`src/rtl/shift_count_reg.sv`:
```
// shift_count_reg: WIDTH-bit register with clock enable and eight modes
// (hold, load, shift right/left, rotate right/left, count up/down).
// Optional feature macro: COUNT_MODE_EN enables the counting modes 6/7;
// when undefined those modes behave as hold.
module shift_count_reg #(
  parameter int unsigned           WIDTH       = 8,
  parameter logic [WIDTH-1:0]      RESET_VALUE = '0
) (
  input  logic             Clock,
  input  logic             Reset,
  input  logic             E,
  input  logic [2:0]       Mode,
  input  logic [WIDTH-1:0] D,
  input  logic             SerInL,
  input  logic             SerInR,
  output logic [WIDTH-1:0] Q,
  output logic             Cout,
  output logic             Zero
);

  typedef enum logic [2:0] {
    M_HOLD = 3'd0,
    M_LOAD = 3'd1,
    M_SHR  = 3'd2,
    M_SHL  = 3'd3,
    M_ROR  = 3'd4,
    M_ROL  = 3'd5,
    M_UP   = 3'd6,
    M_DN   = 3'd7
  } mode_e;

  logic [WIDTH-1:0] q_nxt;
  logic             c_nxt;
  mode_e            mode;

  assign mode = mode_e'(Mode);

  // Next-state / shift-out selection for an enabled cycle.
  always_comb begin
    q_nxt = Q;
    c_nxt = 1'b0;
    case (mode)
      M_LOAD: q_nxt = D;
      M_SHR: begin
        q_nxt = {SerInL, Q[WIDTH-1:1]};
        c_nxt = Q[0];
      end
      M_SHL: begin
        q_nxt = {Q[WIDTH-2:0], SerInR};
        c_nxt = Q[WIDTH-1];
      end
      M_ROR: begin
        q_nxt = {Q[0], Q[WIDTH-1:1]};
        c_nxt = Q[0];
      end
      M_ROL: begin
        q_nxt = {Q[WIDTH-2:0], Q[WIDTH-1]};
        c_nxt = Q[WIDTH-1];
      end
`ifdef COUNT_MODE_EN
      M_UP: begin
        // Carry out of the WIDTH-bit increment is the wrap indicator.
        {c_nxt, q_nxt} = {1'b0, Q} + {{WIDTH{1'b0}}, 1'b1};
      end
      M_DN: begin
        q_nxt = Q - {{(WIDTH-1){1'b0}}, 1'b1};
        c_nxt = (Q == '0);
      end
`else
      M_UP, M_DN: begin
        q_nxt = Q;
        c_nxt = 1'b0;
      end
`endif
      default: begin
        q_nxt = Q;
        c_nxt = 1'b0;
      end
    endcase
  end

  // State register: reset beats enable; a disabled cycle holds Q and clears Cout.
  always_ff @(posedge Clock) begin
    if (!Reset) begin
      Q    <= RESET_VALUE;
      Cout <= 1'b0;
    end else if (!E) begin
      Cout <= 1'b0;
    end else begin
      Q    <= q_nxt;
      Cout <= c_nxt;
    end
  end

  assign Zero = (Q == '0);

endmodule

```
`config.mk`:
```
export PLATFORM = sky130hd
export DESIGN_NAME = shift_count_reg
export DESIGN_NICKNAME = d
export VERILOG_FILES = /design/src/rtl/shift_count_reg.sv
export SDC_FILE = /design/constraint.sdc
export NUM_CORES = 1
export LEC_CHECK = 0
export ABC_CLOCK_PERIOD_IN_PS = 1200
export BUFFER_PORTS_ARGS = -buffer_cell sky130_fd_sc_hd__buf_2
export CORE_AREA = 2 2 39 41
export CTS_BUF_LIST = sky130_fd_sc_hd__clkbuf_8
export DETAILED_ROUTE_END_ITERATION = 10
export DIE_AREA = 0 0 41 43
export GPL_ROUTABILITY_DRIVEN = 0
export HOLD_SLACK_MARGIN = 0.15
export PLACE_DENSITY = 0.73
export SKIP_CTS_REPAIR_TIMING = 1
export SLEW_MARGIN = 15
export SYNTH_ARGS = -nofsm -noshare
export SYNTH_HDL_FRONTEND = slang
export SYNTH_SLANG_ARGS = --single-unit
```
`constraint.sdc`:
```
create_clock -name Clock -period 1.2 [get_ports Clock]
set_input_delay 0 -clock Clock [delete_from_list [all_inputs] [get_ports Clock]]
set_output_delay 0 -clock Clock [all_outputs]
set_load 0.03 [all_outputs]
```
# Word level (Yosys, flattened, before mapping)
# Cells that the tools add are included.
[op_classes]
eq_ne = 5
mux = 2
n_reduce_logical = 6
[ops]
columns = ["cell", "count"]
rows = [
  ["8-bit case mux with 5 select lines", 1],
  ["8-bit logical NOT", 1],
  ["3-bit by 2-bit == test with 1-bit output (second input constant)", 2],
  ["3-bit == test (second input constant)", 2],
  ["5-bit nonzero test", 1],
  ["2-bit AND reduction", 2],
  ["2-bit OR reduction", 2],
  ["3-bit by 1-bit == test with 1-bit output (second input constant)", 1],
  ["1-bit case mux with 2 select lines", 1],
]
[totals]
reg_bits = 9
output_inout_bits = 10

# Depth between registers and ports, before layout
[logic_depth]
word_depth = 3
depth_mapped = 6

# Least setup slack after synthesis
# No wires, ideal clock.
[synth_timing]
kind = "register -> output"
from = "register Q[3]"
to = "output port Zero"
path_stages_with_launch = 3
slack_ps = -187
n_path_buf = 0
arrival_ps = 1387
cell_sequence = "dfxtp_1 > or4_1 > nor2_1"
[synth_between]
elab_chain_cells = 1
[synth_rtl]
columns = ["element", "line", "rtl"]
rows = [
  ["from (decl)", "16", "output logic [WIDTH-1:0] Q,"],
  ["from (signal assigned)", "90", "Q <= q_nxt;"],
  ["8-bit logical NOT", "95", "assign Zero = (Q == '0);"],
  ["to (decl)", "18", "output logic Zero"],
]
# No other way between the ends.

# Worst setup path after layout
[layout_timing]
from = "register Q[1]"
to = "output port Zero"
# The elaborated chain is that of the path after synthesis.

==> reports/summary.log <==
[route] remaining antenna violation count after routing 0
[clocking] CTS H-Tree Depth 1
[sta] clock skew after layout 0.000266 ns
[place] total of buffers placed on input and output ports 25
[sta] number of hold violations in the final report 0
[hold_path] start point of the worst hold path E
[finish] final antenna diode count 0
[worst_setup_path] capturing point of the worst reg2reg path Q[0]
[worst_setup_path] worst-case reg-to-reg path depth 3
[hold_path] hold path depth 4
[power] peak ir drop on the vdd network 0.537 mV
[worst_setup_path] worst setup path category reg -> out
[worst_setup_path] peak fanout along the critical path 2
[finish] end-of-flow core utilization 69.1%
[floorplan] Core Box Area 1380 um2
[worst_setup_path] R2R Setup Slk 0.14 ns
[yosys] Netlist cell types 21
[global_route] sum of overflow across all layers after global routing 0
[yosys] Synth Area in Adders 0%
[finish] fraction of final layout cells sized beyond drive strength 1 42.6%
[clocking] latest clock arrival within the worst-skew pair 0.24 ns
[route] Iter 0 DRT Violations 14
[finish] Area growth, synth to finish 63.9%
[hold_path] class of the worst hold path in -> reg
[worst_setup_path] critical path launch point type register
[global_route] wire length of the first global-routing pass 2390 um
[route] number of remaining DRC errors 0
[sta] final cycle utilization of the critical path 111%
[yosys] Compound-Gate Fraction of Synth Area 25.3%
[sta] final setup violation count 1
[finish] most common cell after layout, fill and taps aside sky130_fd_sc_hd__buf_2
[route] Avg WL per Cell 13.5 um
[power] Static Leak 0.000457 uW
[floorplan] cell row count 14
[worst_setup_path] CP endpoint kind output port
[worst_setup_path] CP delay by family, top simple AND/OR/NAND/NOR gates
[global_route] GRT Resource Usage Total 20.7%
[yosys] share of synthesized area occupied by flip-flops and latches 30.9%
[global_route] GR Util met1 24.6%
[sta] max-slew violation total from the final report 0
[floorplan] die span in y 43 um
[run_status] failing checks setup timing
[global_route] antenna violations before repair 0
[clocking] worst-case clock buffer depth 2
[finish] cell area after layout 956 um2
[finish] nets@finish 132
[place] sum of net half-perimeters after detailed placement 1130 um
[global_route] GR Layer Usage met2 30.3%
[worst_setup_path] CP bufs+invs 1
[worst_setup_path] critical register-to-register path startpoint Q[7]
[worst_setup_path] required time at the worst-slack endpoint 1.20 ns
[sta] Slew Limit Headroom 71.7%
[route] Pre-antenna DRT Iters 6
[yosys] Synth Area in XOR/XNOR 4.72%
[global_route] pin count of the biggest net entering global routing 11
[yosys] post-synthesis instance area 583 um2
[sta] slew of the pin with the lowest slew margin 0.423 ns
[floorplan] DIE AREA 1760 um2
[global_route] global routing's busiest layer met2
[place] instance area at placement 797 um2
[global_route] via count of the first global-routing pass 582
[clocking] clock sink total 9
[yosys] proportion of synthesized area in mux cells 12.0%
[yosys] simple-gate area share of the yosys netlist 18.7%
[worst_setup_path] crit path DAT 1.33 ns
[flow_run] max-cap violations 0
[route] via count 703
[floorplan] die extent in x 41 um
[sta] Final Worst Setup Slack -0.134 ns
[yosys] synth warn 0
[route] overall routed net length 1770 um
[clocking] total CTS buffers 3
[worst_setup_path] cell-by-cell trace of the critical path or4_4, nor2_4, buf_6
[yosys] number of cells produced by synthesis 70
[floorplan] I/O pin cnt 26
[yosys] synthesis-stage register bit count 9
[power] areal power density over the cells 1090 nW/um2
[sta] max frequency 750 MHz
[finish] most used cells in the layout excluding fill and tap cells sky130_fd_sc_hd__buf_2 (24), sky130_fd_sc_hd__a21oi_1 (10), sky130_fd_sc_hd__dlygate4sd3_1 (10), sky130_fd_sc_hd__buf_4 (10), sky130_fd_sc_hd__nand2_1 (8)
[sta] setup repair after global routing missed its margin yes
[yosys] Syn Nets 86
[sta] min Tclk post-route 1.33 ns
[global_route] global-route track usage on met3 4.71%
[clocking] CTS Root Cell sky130_fd_sc_hd__clkbuf_8
[route] per-cell via count in the routed design 5.37
[worst_setup_path] CP peak stage delay 0.54 ns
[clocking] CTS tree built
[yosys] average footprint of a synthesized cell 8.33 um2
[worst_setup_path] highest-delay cell along the critical path sky130_fd_sc_hd__or4_4
[hold_path] Hold EP Q[0]
[clocking] Clock Pin Slew Worst Setup and Hold Paths 0.05 ns
[floorplan] starting utilization of the core area 42.1%
[yosys] combinational family with the most area after synthesis compound AO/OA/AOI/OAI gates
[run_status] run status finished, violations left
synthesized netlist by cell type:
master | count | share of area, %
sky130_fd_sc_hd__a211oi_4 | 1 | 3.4
sky130_fd_sc_hd__a21oi_1 | 10 | 8.6
sky130_fd_sc_hd__a221oi_1 | 1 | 1.5
sky130_fd_sc_hd__a22o_1 | 1 | 1.5
sky130_fd_sc_hd__a31oi_1 | 1 | 1.1
sky130_fd_sc_hd__buf_2 | 2 | 1.7
sky130_fd_sc_hd__buf_6 | 2 | 3.9
sky130_fd_sc_hd__clkbuf_2 | 1 | 0.86
sky130_fd_sc_hd__dfxtp_1 | 9 | 31
sky130_fd_sc_hd__inv_1 | 3 | 1.9
sky130_fd_sc_hd__mux2i_1 | 7 | 12
sky130_fd_sc_hd__nand2_1 | 8 | 5.2
sky130_fd_sc_hd__nand2_4 | 1 | 1.9
sky130_fd_sc_hd__nor2_1 | 8 | 5.2
sky130_fd_sc_hd__nor3_1 | 1 | 0.86
sky130_fd_sc_hd__nor3_2 | 1 | 1.7
sky130_fd_sc_hd__nor3b_1 | 1 | 1.3
sky130_fd_sc_hd__o21ai_1 | 2 | 1.7
sky130_fd_sc_hd__o22ai_1 | 7 | 7.5
sky130_fd_sc_hd__or4_1 | 2 | 2.6
sky130_fd_sc_hd__xnor2_4 | 1 | 4.7
area by class of cell:
type | instances | area [um2]
Tap cell | 16 | 20.0
Timing Repair Buffer | 46 | 327
Clock buffer | 3 | 41.3
Sequential cell | 9 | 184
Fill cell | 102 | 428
Clock inverter | 1 | 3.75
Multi-Input combinational cell | 53 | 369
Inverter | 3 | 11.3
worst max-delay path by stage:
stage / start / to / slack, ns / cells after the start
6_report: Q[1] / Zero / -0.13 / 3
5_1_grt: Q[1] / Zero / -0.17 / 3
4_1_cts: Q[0] / Zero / -0.23 / 3
3_5_place_dp: Q[0] / Zero / 0.02 / 3
3_3_place_gp: Q[0] / Zero / 0.03 / 3
2_1_floorplan: Q[4] / Zero / 0.005 / 2
worst reg2reg max path: stages, from the launching register on:
cell                       delay (ns)
sky130_fd_sc_hd__dfxtp_1         0.35
sky130_fd_sc_hd__a22o_1          0.23
sky130_fd_sc_hd__a221oi_1        0.25
sky130_fd_sc_hd__a21oi_1         0.10
through the flow:
step           cells  hold WS, ns  power, uW  TNS (ns)  worst slack [ns]
2_1_floorplan     70        0.102        537         0           0.00471
3_3_place_gp     117        0.215        639         0            0.0286
3_5_place_dp     117        0.227        644         0            0.0237
4_1_cts          121      -0.0225        993    -0.233            -0.233
5_1_grt          131        0.244       1090    -0.169            -0.169
6_report         131        0.200       1050    -0.134            -0.134
cell families after synthesis:
family,count (synthesis)
compound gates,23
simple gates,22
flops,9
buf+inv,8
mux,7
xor+xnor,1
state kept, by name, summed over array words and instances (netlist names):
| register | count |
|---|---|
| Cout | 1 |
| Q | 8 |
power by group:
| group | total [uW] | switching [uW] | internal, uW |
|---|---|---|---|
| registers | 331 | 12.2 | 319 |
| clock network | 354 | 130 | 224 |
| logic | 361 | 187 | 174 |
metal layers:
metal	up-vias	wire (um)
met5	-	0
met4	0	48
met3	5	77
met2	26	842
met1	329	798
li1	343	-
Power figures use the tool's default switching activity.
